`src/rtl/seq_multiplier_if.sv`:
```
// Handshake and operand bundle for the sequential multiplier.
// The master side issues requests. The slave side (the multiplier) returns status and the product.
interface seq_multiplier_if #(
  parameter int WIDTH = 8
);
  logic                 start;
  logic                 signed_mode;
  logic [WIDTH-1:0]     op1;
  logic [WIDTH-1:0]     op2;
  logic                 busy;
  logic                 done;
  logic [2*WIDTH-1:0]   res;

  modport master (
    output start, signed_mode, op1, op2,
    input  busy, done, res
  );

  modport slave (
    input  start, signed_mode, op1, op2,
    output busy, done, res
  );
endinterface

```
`src/rtl/seq_multiplier.sv`:
```
// Radix-2 shift-add sequential multiplier, WIDTH x WIDTH -> 2*WIDTH.
// Signed operands are reduced to magnitudes on accept.
// The sign is reapplied once, on the final iteration.
// One result is produced every WIDTH+1 clocks when requests are issued back to back.
module seq_multiplier #(
  parameter int WIDTH = 8
) (
  input logic             clk,
  input logic             rst,
  seq_multiplier_if.slave bus
);

  localparam int CNT_W = $clog2(WIDTH + 1);
  localparam int ACC_W = 2 * WIDTH + 1;

  typedef enum logic {
    IDLE = 1'b0,
    RUN  = 1'b1
  } state_t;

  // Unsigned magnitude of an operand; the most negative value maps to 2^(WIDTH-1).
  function automatic logic [WIDTH-1:0] magnitude(input logic [WIDTH-1:0] v,
                                                 input logic             sm);
    magnitude = (sm && v[WIDTH-1]) ? ((~v) + WIDTH'(1)) : v;
  endfunction

  // Reapply the product sign. A zero magnitude negates to zero, so there is no negative zero.
  function automatic logic [2*WIDTH-1:0] apply_sign(input logic [2*WIDTH-1:0] p,
                                                    input logic               neg);
    apply_sign = neg ? ((~p) + (2*WIDTH)'(1)) : p;
  endfunction

  state_t               state_q, state_d;
  logic                 busy_q, busy_d;
  logic                 done_q, done_d;
  logic [2*WIDTH-1:0]   res_q, res_d;
  logic [ACC_W-1:0]     acc_q, acc_d;
  logic [WIDTH-1:0]     mcand_q, mcand_d;
  logic [WIDTH-1:0]     mplier_q, mplier_d;
  logic [CNT_W-1:0]     cnt_q, cnt_d;
  logic                 neg_q, neg_d;

  logic [WIDTH:0]       upper_sum;
  logic [ACC_W-1:0]     acc_step;

  // One shift-add step: conditionally add the multiplicand into the upper half, then shift right.
  // The upper half stays below 2^WIDTH after each shift, so the W+1-bit sum cannot overflow.
  always_comb begin
    upper_sum = acc_q[2*WIDTH:WIDTH] + (mplier_q[0] ? {1'b0, mcand_q} : '0);
    acc_step  = {upper_sum, acc_q[WIDTH-1:0]} >> 1;
  end

  // Next-state logic: accept in IDLE, iterate in RUN, publish the result on the last step.
  always_comb begin
    state_d  = state_q;
    busy_d   = busy_q;
    done_d   = 1'b0;
    res_d    = res_q;
    acc_d    = acc_q;
    mcand_d  = mcand_q;
    mplier_d = mplier_q;
    cnt_d    = cnt_q;
    neg_d    = neg_q;
    case (state_q)
      IDLE: begin
        if (bus.start) begin
          mcand_d  = magnitude(bus.op1, bus.signed_mode);
          mplier_d = magnitude(bus.op2, bus.signed_mode);
          neg_d    = bus.signed_mode & (bus.op1[WIDTH-1] ^ bus.op2[WIDTH-1]);
          acc_d    = '0;
          cnt_d    = CNT_W'(WIDTH);
          busy_d   = 1'b1;
          state_d  = RUN;
        end
      end
      RUN: begin
        acc_d    = acc_step;
        mplier_d = mplier_q >> 1;
        cnt_d    = cnt_q - CNT_W'(1);
        if (cnt_q == CNT_W'(1)) begin
          res_d   = apply_sign(acc_step[2*WIDTH-1:0], neg_q);
          done_d  = 1'b1;
          busy_d  = 1'b0;
          state_d = IDLE;
        end
      end
      default: begin
        state_d = IDLE;
        busy_d  = 1'b0;
      end
    endcase
  end

  // State register; an asynchronous reset aborts any operation in flight without a done pulse.
  always_ff @(posedge clk or negedge rst) begin
    if (!rst) begin
      state_q  <= IDLE;
      busy_q   <= 1'b0;
      done_q   <= 1'b0;
      res_q    <= '0;
      acc_q    <= '0;
      mcand_q  <= '0;
      mplier_q <= '0;
      cnt_q    <= '0;
      neg_q    <= 1'b0;
    end else begin
      state_q  <= state_d;
      busy_q   <= busy_d;
      done_q   <= done_d;
      res_q    <= res_d;
      acc_q    <= acc_d;
      mcand_q  <= mcand_d;
      mplier_q <= mplier_d;
      cnt_q    <= cnt_d;
      neg_q    <= neg_d;
    end
  end

  assign bus.busy = busy_q;
  assign bus.done = done_q;
  assign bus.res  = res_q;

endmodule

```
`src/flat_wrapper.sv`:
```
// flat-port wrapper written by rule: the top's interface ports become plain ports
module seq_multiplier_flat 
#(
  parameter int WIDTH = 8
)
  (clk, rst, bus_start, bus_signed_mode, bus_op1, bus_op2, bus_busy, bus_done, bus_res);
  seq_multiplier_if #(.WIDTH(WIDTH)) bus_i ();
  input logic clk;
  input logic rst;
  input wire logic [$bits(bus_i.start)-1:0] bus_start;
  input wire logic [$bits(bus_i.signed_mode)-1:0] bus_signed_mode;
  input wire logic [$bits(bus_i.op1)-1:0] bus_op1;
  input wire logic [$bits(bus_i.op2)-1:0] bus_op2;
  output wire logic [$bits(bus_i.busy)-1:0] bus_busy;
  output wire logic [$bits(bus_i.done)-1:0] bus_done;
  output wire logic [$bits(bus_i.res)-1:0] bus_res;
  assign bus_i.start = bus_start;
  assign bus_i.signed_mode = bus_signed_mode;
  assign bus_i.op1 = bus_op1;
  assign bus_i.op2 = bus_op2;
  assign bus_busy = bus_i.busy;
  assign bus_done = bus_i.done;
  assign bus_res = bus_i.res;
  seq_multiplier #(.WIDTH(WIDTH)) u_core (.clk(clk), .rst(rst), .bus(bus_i));
endmodule
```
`config.mk`:
```
export PLATFORM = sky130hd
export DESIGN_NAME = seq_multiplier_flat
export DESIGN_NICKNAME = d
export VERILOG_FILES = /design/src/rtl/seq_multiplier_if.sv /design/src/rtl/seq_multiplier.sv /design/src/flat_wrapper.sv
export SDC_FILE = /design/constraint.sdc
export NUM_CORES = 1
export LEC_CHECK = 0
export ABC_AREA = 1
export CORE_MARGIN = 3
export CORE_UTILIZATION = 55
export CTS_BUF_LIST = sky130_fd_sc_hd__clkbuf_8 sky130_fd_sc_hd__clkbuf_16
export CTS_CLUSTER_DIAMETER = 80
export DETAILED_ROUTE_END_ITERATION = 12
export PLACE_DENSITY = 0.85
export REMOVE_ABC_BUFFERS = 1
export SETUP_SLACK_MARGIN = 0.4
export SYNTH_ARGS = -nofsm -noshare
export SYNTH_HDL_FRONTEND = slang
export SYNTH_SLANG_ARGS = --single-unit
```
`constraint.sdc`:
```
create_clock -name clk -period 2.4 [get_ports clk]
set_input_delay 0.72 -clock clk [delete_from_list [all_inputs] [get_ports clk]]
set_output_delay 0.72 -clock clk [all_outputs]
set_load 0.01 [all_outputs]
```
==> results of run 1 <==
==> cell usage after synthesis <==
| cell | instances | area [um2] |
|---|---|---|
| a21oi_1 | 6 | 30.0 |
| a21oi_2 | 1 | 8.76 |
| a22oi_1 | 3 | 22.5 |
| a31oi_1 | 2 | 12.5 |
| a32o_1 | 1 | 10.0 |
| buf_2 | 1 | 5.00 |
| buf_4 | 1 | 7.51 |
| buf_6 | 2 | 22.5 |
| clkbuf_1 | 5 | 18.8 |
| clkinv_1 | 1 | 3.75 |
| dfrtp_1 | 55 | 1380 |
| fa_1 | 1 | 20.0 |
| ha_1 | 13 | 163 |
| inv_1 | 47 | 176 |
| inv_2 | 5 | 18.8 |
| nand2_1 | 114 | 428 |
| nand2_2 | 9 | 56.3 |
| nand2_4 | 5 | 56.3 |
| nand3_1 | 24 | 120 |
| nand3_2 | 3 | 30.0 |
| nand3b_4 | 1 | 20.0 |
| nor2_1 | 23 | 86.3 |
| nor2_2 | 5 | 31.3 |
| nor3_1 | 5 | 25.0 |
| nor3_2 | 1 | 10.0 |
| nor3_4 | 1 | 16.3 |
| nor4_1 | 1 | 6.26 |
| o211ai_1 | 4 | 30.0 |
| o21a_1 | 1 | 7.51 |
| o21ai_0 | 34 | 170 |
| o21ai_1 | 6 | 30.0 |
| o21bai_1 | 1 | 7.51 |
| o22ai_1 | 7 | 43.8 |
| o31ai_1 | 4 | 30.0 |
| or2_4 | 1 | 8.76 |
| xnor2_1 | 1 | 8.76 |
| xor2_1 | 17 | 149 |
==> power groups by stage <==
stage	clock (mW)	combinational (mW)	sequential [mW]
after detailed placement	0	1.99	1.57
after global routing	0.710	2.72	1.65
after floorplan	0	1.29	1.58
final	0.666	2.50	1.61
after global placement	0	1.92	1.55
after CTS	0.663	2.14	1.56
==> through the flow <==
| stage | hold WS [ps] | setup slack, ps | util (%) |
|---|---|---|---|
| finish | 391 | 232 | 74.1 |
| CTS | 414 | 326 | 70.7 |
| detailed placement | 465 | 169 | 66.2 |
| floorplan | 424 | 250 | - |
| global placement | 464 | 248 | 66.2 |
| global route | 426 | 130 | 74.1 |
==> registers in the layout (all words and copies together) (netlist names) <==
name / flops
u_core.bus.res: 16
u_core.acc_q: 15
u_core.mcand_q: 8
u_core.mplier_q: 8
u_core.cnt_q: 4
u_core.bus.busy: 1
u_core.bus.done: 1
u_core.neg_q: 1
u_core.state_q: 1
==> how the worst min path moves through the flow <==
| stage | end | startpoint | cells past startpoint | slack [ps] |
|---|---|---|---|---|
| after floorplan | u_core.acc_q[10] | rst | 0 | 420 |
| after global placement | u_core.bus.res[2] | u_core.bus.res[2] | 2 | 460 |
| after detailed placement | u_core.bus.res[15] | u_core.bus.res[15] | 2 | 460 |
| after CTS | u_core.bus.res[15] | rst | 1 | 410 |
| after global routing | u_core.bus.res[15] | rst | 1 | 430 |
| final | u_core.bus.res[15] | rst | 1 | 390 |
==> metal layers <==
metal	vias up	share of wire, %	track usage, %
met4	0	3.9	12.6
met1	1458	38	25.2
met5	-	0	0
met2	183	51	38.0
met3	46	6.9	3.67
li1	1448	-	-
==> final cells by class <==
class	instances	area, um2	area share (%)
multi-input combinational	295	1840	43.9
sequential	55	1380	32.9
timing repair buffer	58	554	13.3
inverter	53	201	4.82
tap	72	90.1	2.16
clock buffer	6	82.6	1.98
clock inverter	2	38.8	0.928
==> logic make-up (layout without fill, tap and decap cells) <==
| logic type | Yosys count | after routing | share of synthesized area (%) |
|---|---|---|---|
| adders and majority gates | 14 | 14 | 5.59 |
| and+or+nand+nor | 193 | 193 | 27.4 |
| buffers and inverters | 62 | 119 | 7.74 |
| DFF | 55 | 55 | 42.1 |
| AOI/OAI and AO/OA | 70 | 70 | 12.3 |
| xor gates and xnor gates | 18 | 18 | 4.83 |
==> what timing repair did <==
action	CTS	global route
setup endpoints to repair	6	11
pin swaps	14	16
setup buffers	8	6
resized for setup	14	36
==> flow_metrics.tcl, run 1 <==
set metrics [dict create \
    gp_congestion 0.863 \
    drt_wl_total_mm 8.89 \
    die_w_um 83.1 \
    cp.required_ps 2620 \
    p_per_area_mw_per_mm2 1140 \
    synthCells 412 \
    crit_buf_inv 2 \
    drt-pass1-iter-count 6 \
    grt_max_degree 32 \
    nets 502 \
    path_depth 16 \
    antenna_cells 0 \
    slowest_stage "dfrtp_1" \
    rr_worst_depth 16 \
    track_usage_pct 21.9 \
    outcome "finished clean" \
    setup.worst_path.start "u_core.mplier_q[0]" \
    ios 38 \
    start_kind "register" \
    drive_gt1_share_pct 19.4 \
    core_mm2 0.00564 \
    design_area_mm2 0.00418 \
    syn-cell-area_mm2 0.00327 \
    internal-power_mw 2.70 \
    synth_cell_types 37 \
    seqPwrFrac_pct 33.7 \
    drv_slew 0 \
    power_frac_comb_pct 52.4 \
    die_y_um 83.1 \
    power_mw 4.77 \
    overflow 0 \
    switching_share_pct 43.5 \
    p_sw_mw 2.07 \
    p_clk_share_pct 14.0 \
    cts-root-buf "clkbuf_8" \
    finalSetupTns_ps 0 \
    endpoint_kind "register" \
    insertion_delay_ps 320 \
    final_cell_count_no_fill 541 \
    critPathTopFamily "simple AND/OR/NAND/NOR gates" \
    num_vias 3135 \
    grt_pass1_vias 2914 \
    cts_num_sinks 55 \
    fin_crit_sh_pct 90.3 \
    viasPerCell 5.79 \
    p_leak_nw 2.07 \
    maxSlewHeadroom_pct 60.3 \
    syn_area_per_cell_um2 7.93 \
    fmax_mhz 461 \
    final_common_cell "nand2_1" \
    crit_type "register to register" \
    ctsHoldBuffers 0 \
    nFillCells 413 \
    cts_tree "yes" \
    placed_area_mm2 0.00373 \
    rr_startpoint "u_core.mplier_q[0]" \
    yosysSeqAreaShare_pct 42.1 \
    min_path_type "primary input to async pin" \
    antenna_found_initial 0 \
    endpoint "u_core.bus.res[15]" \
    path_cells "nand2_2 > inv_2 > ha_4 > fa_2 > inv_2 > nand2_2 > nand2_4 > nand2_4 > nor2_4 > nand2_2 > nor2_2 > nand2_1 > nand2_1 > nand3_1 > nand3_1 > nand2_1" \
    worstMarginPinSlew_ps 595 \
    area_growth_pct 28.0 \
    clk_path_buf_depth 2 \
    yosys_register_bits 55 \
    drv_cap 0 \
    dieArea_mm2 0.00690 \
    cpPeakStageDelay_ps 440 \
    r2r_slack_ps 230 \
    rsz0062_at_grt "true" \
    dp_cells 519 \
    timing.rr.end "u_core.bus.res[15]" \
    ir_worst_vdd_mv 0.504 \
    cts_buffers 5 \
    start_util_pct 57.9 \
    worstPathMaxFanout 3 \
    clk_pin_slew_ps 100 \
    dp_hpwl_mm 5.10 \
    rows 27 \
    hold_viol_final 0 \
    fin_skew_ps 4.72 \
    grt_pass1_wl_mm 12.5 \
    cts_max_level 2 \
    min_period_ps 2170 \
    setup_viol 0 \
    synth_warnings 0 \
    drc 0 \
    portBuffers 37 \
    critical_path_arrival_ps 2390 \
    wl_per_cell_um 16.4 \
    drt-initial-drc-count 291 \
    layout_common_cells "105 x nand2_1, 55 x dfrtp_1, 43 x inv_1, 36 x clkdlybuf4s50_1, 33 x o21ai_0" \
    antenna_left 0 \
]
No activity file was read; power rests on OpenSTA's default activity.
==> inputs of run 2 (changes only) <==
--- a/config.mk
+++ b/config.mk
@@ -6,12 +6,14 @@
 export NUM_CORES = 1
 export LEC_CHECK = 0
 export ABC_AREA = 1
+export CAP_MARGIN = 20
 export CORE_MARGIN = 3
 export CORE_UTILIZATION = 55
 export CTS_BUF_LIST = sky130_fd_sc_hd__clkbuf_8 sky130_fd_sc_hd__clkbuf_16
 export CTS_CLUSTER_DIAMETER = 80
 export DETAILED_ROUTE_END_ITERATION = 12
-export PLACE_DENSITY = 0.85
+export GPL_ROUTABILITY_DRIVEN = 1
+export PLACE_DENSITY_LB_ADDON = 0.25
 export REMOVE_ABC_BUFFERS = 1
 export SETUP_SLACK_MARGIN = 0.4
 export SYNTH_ARGS = -nofsm -noshare
==> run 2 against run 1 <==
  * Cell count down 0.92%
  * Sequential power is 2% lower
  * Clock-buffer cell count unchanged
  * Via count fell by 8.2%
  * Sequential share of layout area is 0.87 points higher
  * Maximum frequency rose by 4.3%
  * Non-clock buffer count shrank 5
  * Flip-flop and latch count is the same
  * Setup slack better by 89 ps
  * Global-route usage shrank 1.1 points
  * Critical endpoint unchanged
==> flow_metrics.tcl, run 2 (same netlist as run 1, synthesis figures left out) <==
set metrics [dict create \
    outcome "finished clean" \
    overflow 0 \
    drv_slew 0 \
    antenna_cells 0 \
    antenna_found_initial 0 \
    worstMarginPinSlew_ps 671 \
    drc 0 \
    portBuffers 37 \
    drt-initial-drc-count 212 \
    setup_viol 0 \
    final_common_cell "nand2_1" \
    fin_skew_ps 10.5 \
    drt_wl_total_mm 7.25 \
    cts_tree "yes" \
    critical_path_arrival_ps 2290 \
    finalSetupTns_ps 0 \
    ir_worst_vdd_mv 0.493 \
    nets 497 \
    area_growth_pct 24.7 \
    min_period_ps 2080 \
    antenna_left 0 \
    setup_ws_ps 321 \
    final_cell_count_no_fill 536 \
    p_per_area_mw_per_mm2 1110 \
    ctsHoldBuffers 0 \
    layout_common_cells "110 x nand2_1, 55 x dfrtp_1, 44 x inv_1, 35 x clkdlybuf4s50_1, 34 x o21ai_0" \
    drive_gt1_share_pct 16.6 \
    viasPerCell 5.37 \
    cp.required_ps 2610 \
    clk_pin_slew_ps 100 \
    grt_pass1_vias 2739 \
    route.top_layer_used "met4" \
    min_path_type "register to register" \
    multi_input_area_mm2 0.00179 \
    wl_met1_mm 3.14 \
    gp_congestion 0.898 \
    cts_max_level 2 \
    rows 27 \
    maxSlewHeadroom_pct 55.3 \
    nFillCells 415 \
    clk_path_buf_depth 2 \
    worstPathMaxFanout 8 \
    track_usage_pct 20.8 \
    num_vias 2879 \
    largest_register_ffs 16 \
    dieArea_mm2 0.00690 \
    grt_pass1_wl_mm 11.9 \
    wl_per_cell_um 13.5 \
    grt_max_degree 56 \
    fmax_mhz 481 \
    rsz0062_at_grt "true" \
    post-place-ws_ps 176 \
    cts-root-buf "clkbuf_8" \
    p_leak_nw 2.03 \
    dp_hpwl_mm 4.81 \
    ios 38 \
    cts_buffers 5 \
    register_area_mm2 0.00138 \
    die_w_um 83.1 \
    dp_cells 518 \
    insertion_delay_ps 310 \
    endpoint_kind "register" \
    fin_crit_sh_pct 86.6 \
    cts_num_sinks 55 \
    drv_cap 0 \
    die_y_um 83.1 \
    wl_met2_mm 3.53 \
    hold_viol_final 0 \
    wl_met3_um 346 \
    start_util_pct 57.9 \
    start_kind "register" \
    drt-pass1-iter-count 4 \
    core_mm2 0.00564 \
    crit_type "register to register" \
]
## run 2: changes by cell type in the layout (fill, tap and decap cells not counted), sizes merged
cell	previous run	this run
dlymetal6s2s	0	1
buf	22	17
clkdlybuf4s50	36	35
## run 2: path summary, 6_finish.rpt
kind                                    start            endpoint  slack [ps]  cells after the start
setup / recovery           u_core.mplier_q[0]  u_core.bus.res[15]         320                     16
max in group asynchronous                 rst   u_core.mcand_q[0]        1430                      2
hold / removal             u_core.bus.res[14]  u_core.bus.res[14]         480                      2
min in group asynchronous                 rst   u_core.bus.res[2]         510                      2
hold reg to reg            u_core.bus.res[14]  u_core.bus.res[14]         480                      2
setup reg to reg           u_core.mplier_q[0]  u_core.bus.res[15]         320                     16
## run 2: repair_timing
item / in CTS / in global routing
setup buffers: 3 / 7
pin swaps: 8 / 16
endpoints found under the setup margin: 6 / 8
gates resized for setup: 20 / 13
gates cloned: 0 / 0
## run 2: where the power goes
| group | total, mW | leakage (nW) | internal [mW] | switching [mW] |
|---|---|---|---|---|
| clock network | 0.656 | 0.0618 | 0.344 | 0.312 |
| registers | 1.57 | 0.713 | 1.28 | 0.291 |
| logic | 2.31 | 1.25 | 1.01 | 1.30 |
| total | 4.54 | 2.03 | 2.64 | 1.90 |
## run 2: routing by layer
metal	track usage [%]	up-vias
met5	0	-
met4	9.36	0
met3	3.97	22
met2	36.8	93
met1	24.2	1331
li1	-	1433
## run 2: final cells by class
| type | instances | area share [%] |
|---|---|---|
| Tap cell | 72 | 2.21 |
| Inverter | 53 | 4.95 |
| Clock buffer | 6 | 2.03 |
| Multi-Input combinational cell | 295 | 44.0 |
| Sequential cell | 55 | 33.8 |
| Timing Repair Buffer | 53 | 12.1 |
| Clock inverter | 2 | 0.952 |
## run 2: critical path, cell delays in order, from the launching register on
cell	delay [ps]
dfrtp_1	400
buf_6	140
nand2_1	80
inv_2	60
fa_2	390
nand2_4	100
nand2_4	80
nand2_4	110
nand2_4	50
nand2_4	90
inv_4	40
nor2_2	80
nand2_1	60
nand2_1	80
nand3_1	90
nand3_1	80
nand2_1	50
## run 2: through the flow
stage                     instance area (um2)  hold slack, ps  power [mW]  util (%)
after floorplan                          3210             424        2.87         -
after global placement                   3710             464        3.46      65.8
after detailed placement                 3710             465        3.54      65.8
after CTS                                3970             491        4.38      70.4
after global routing                     4070             511        4.85      72.2
final                                    4070             483        4.54      72.2
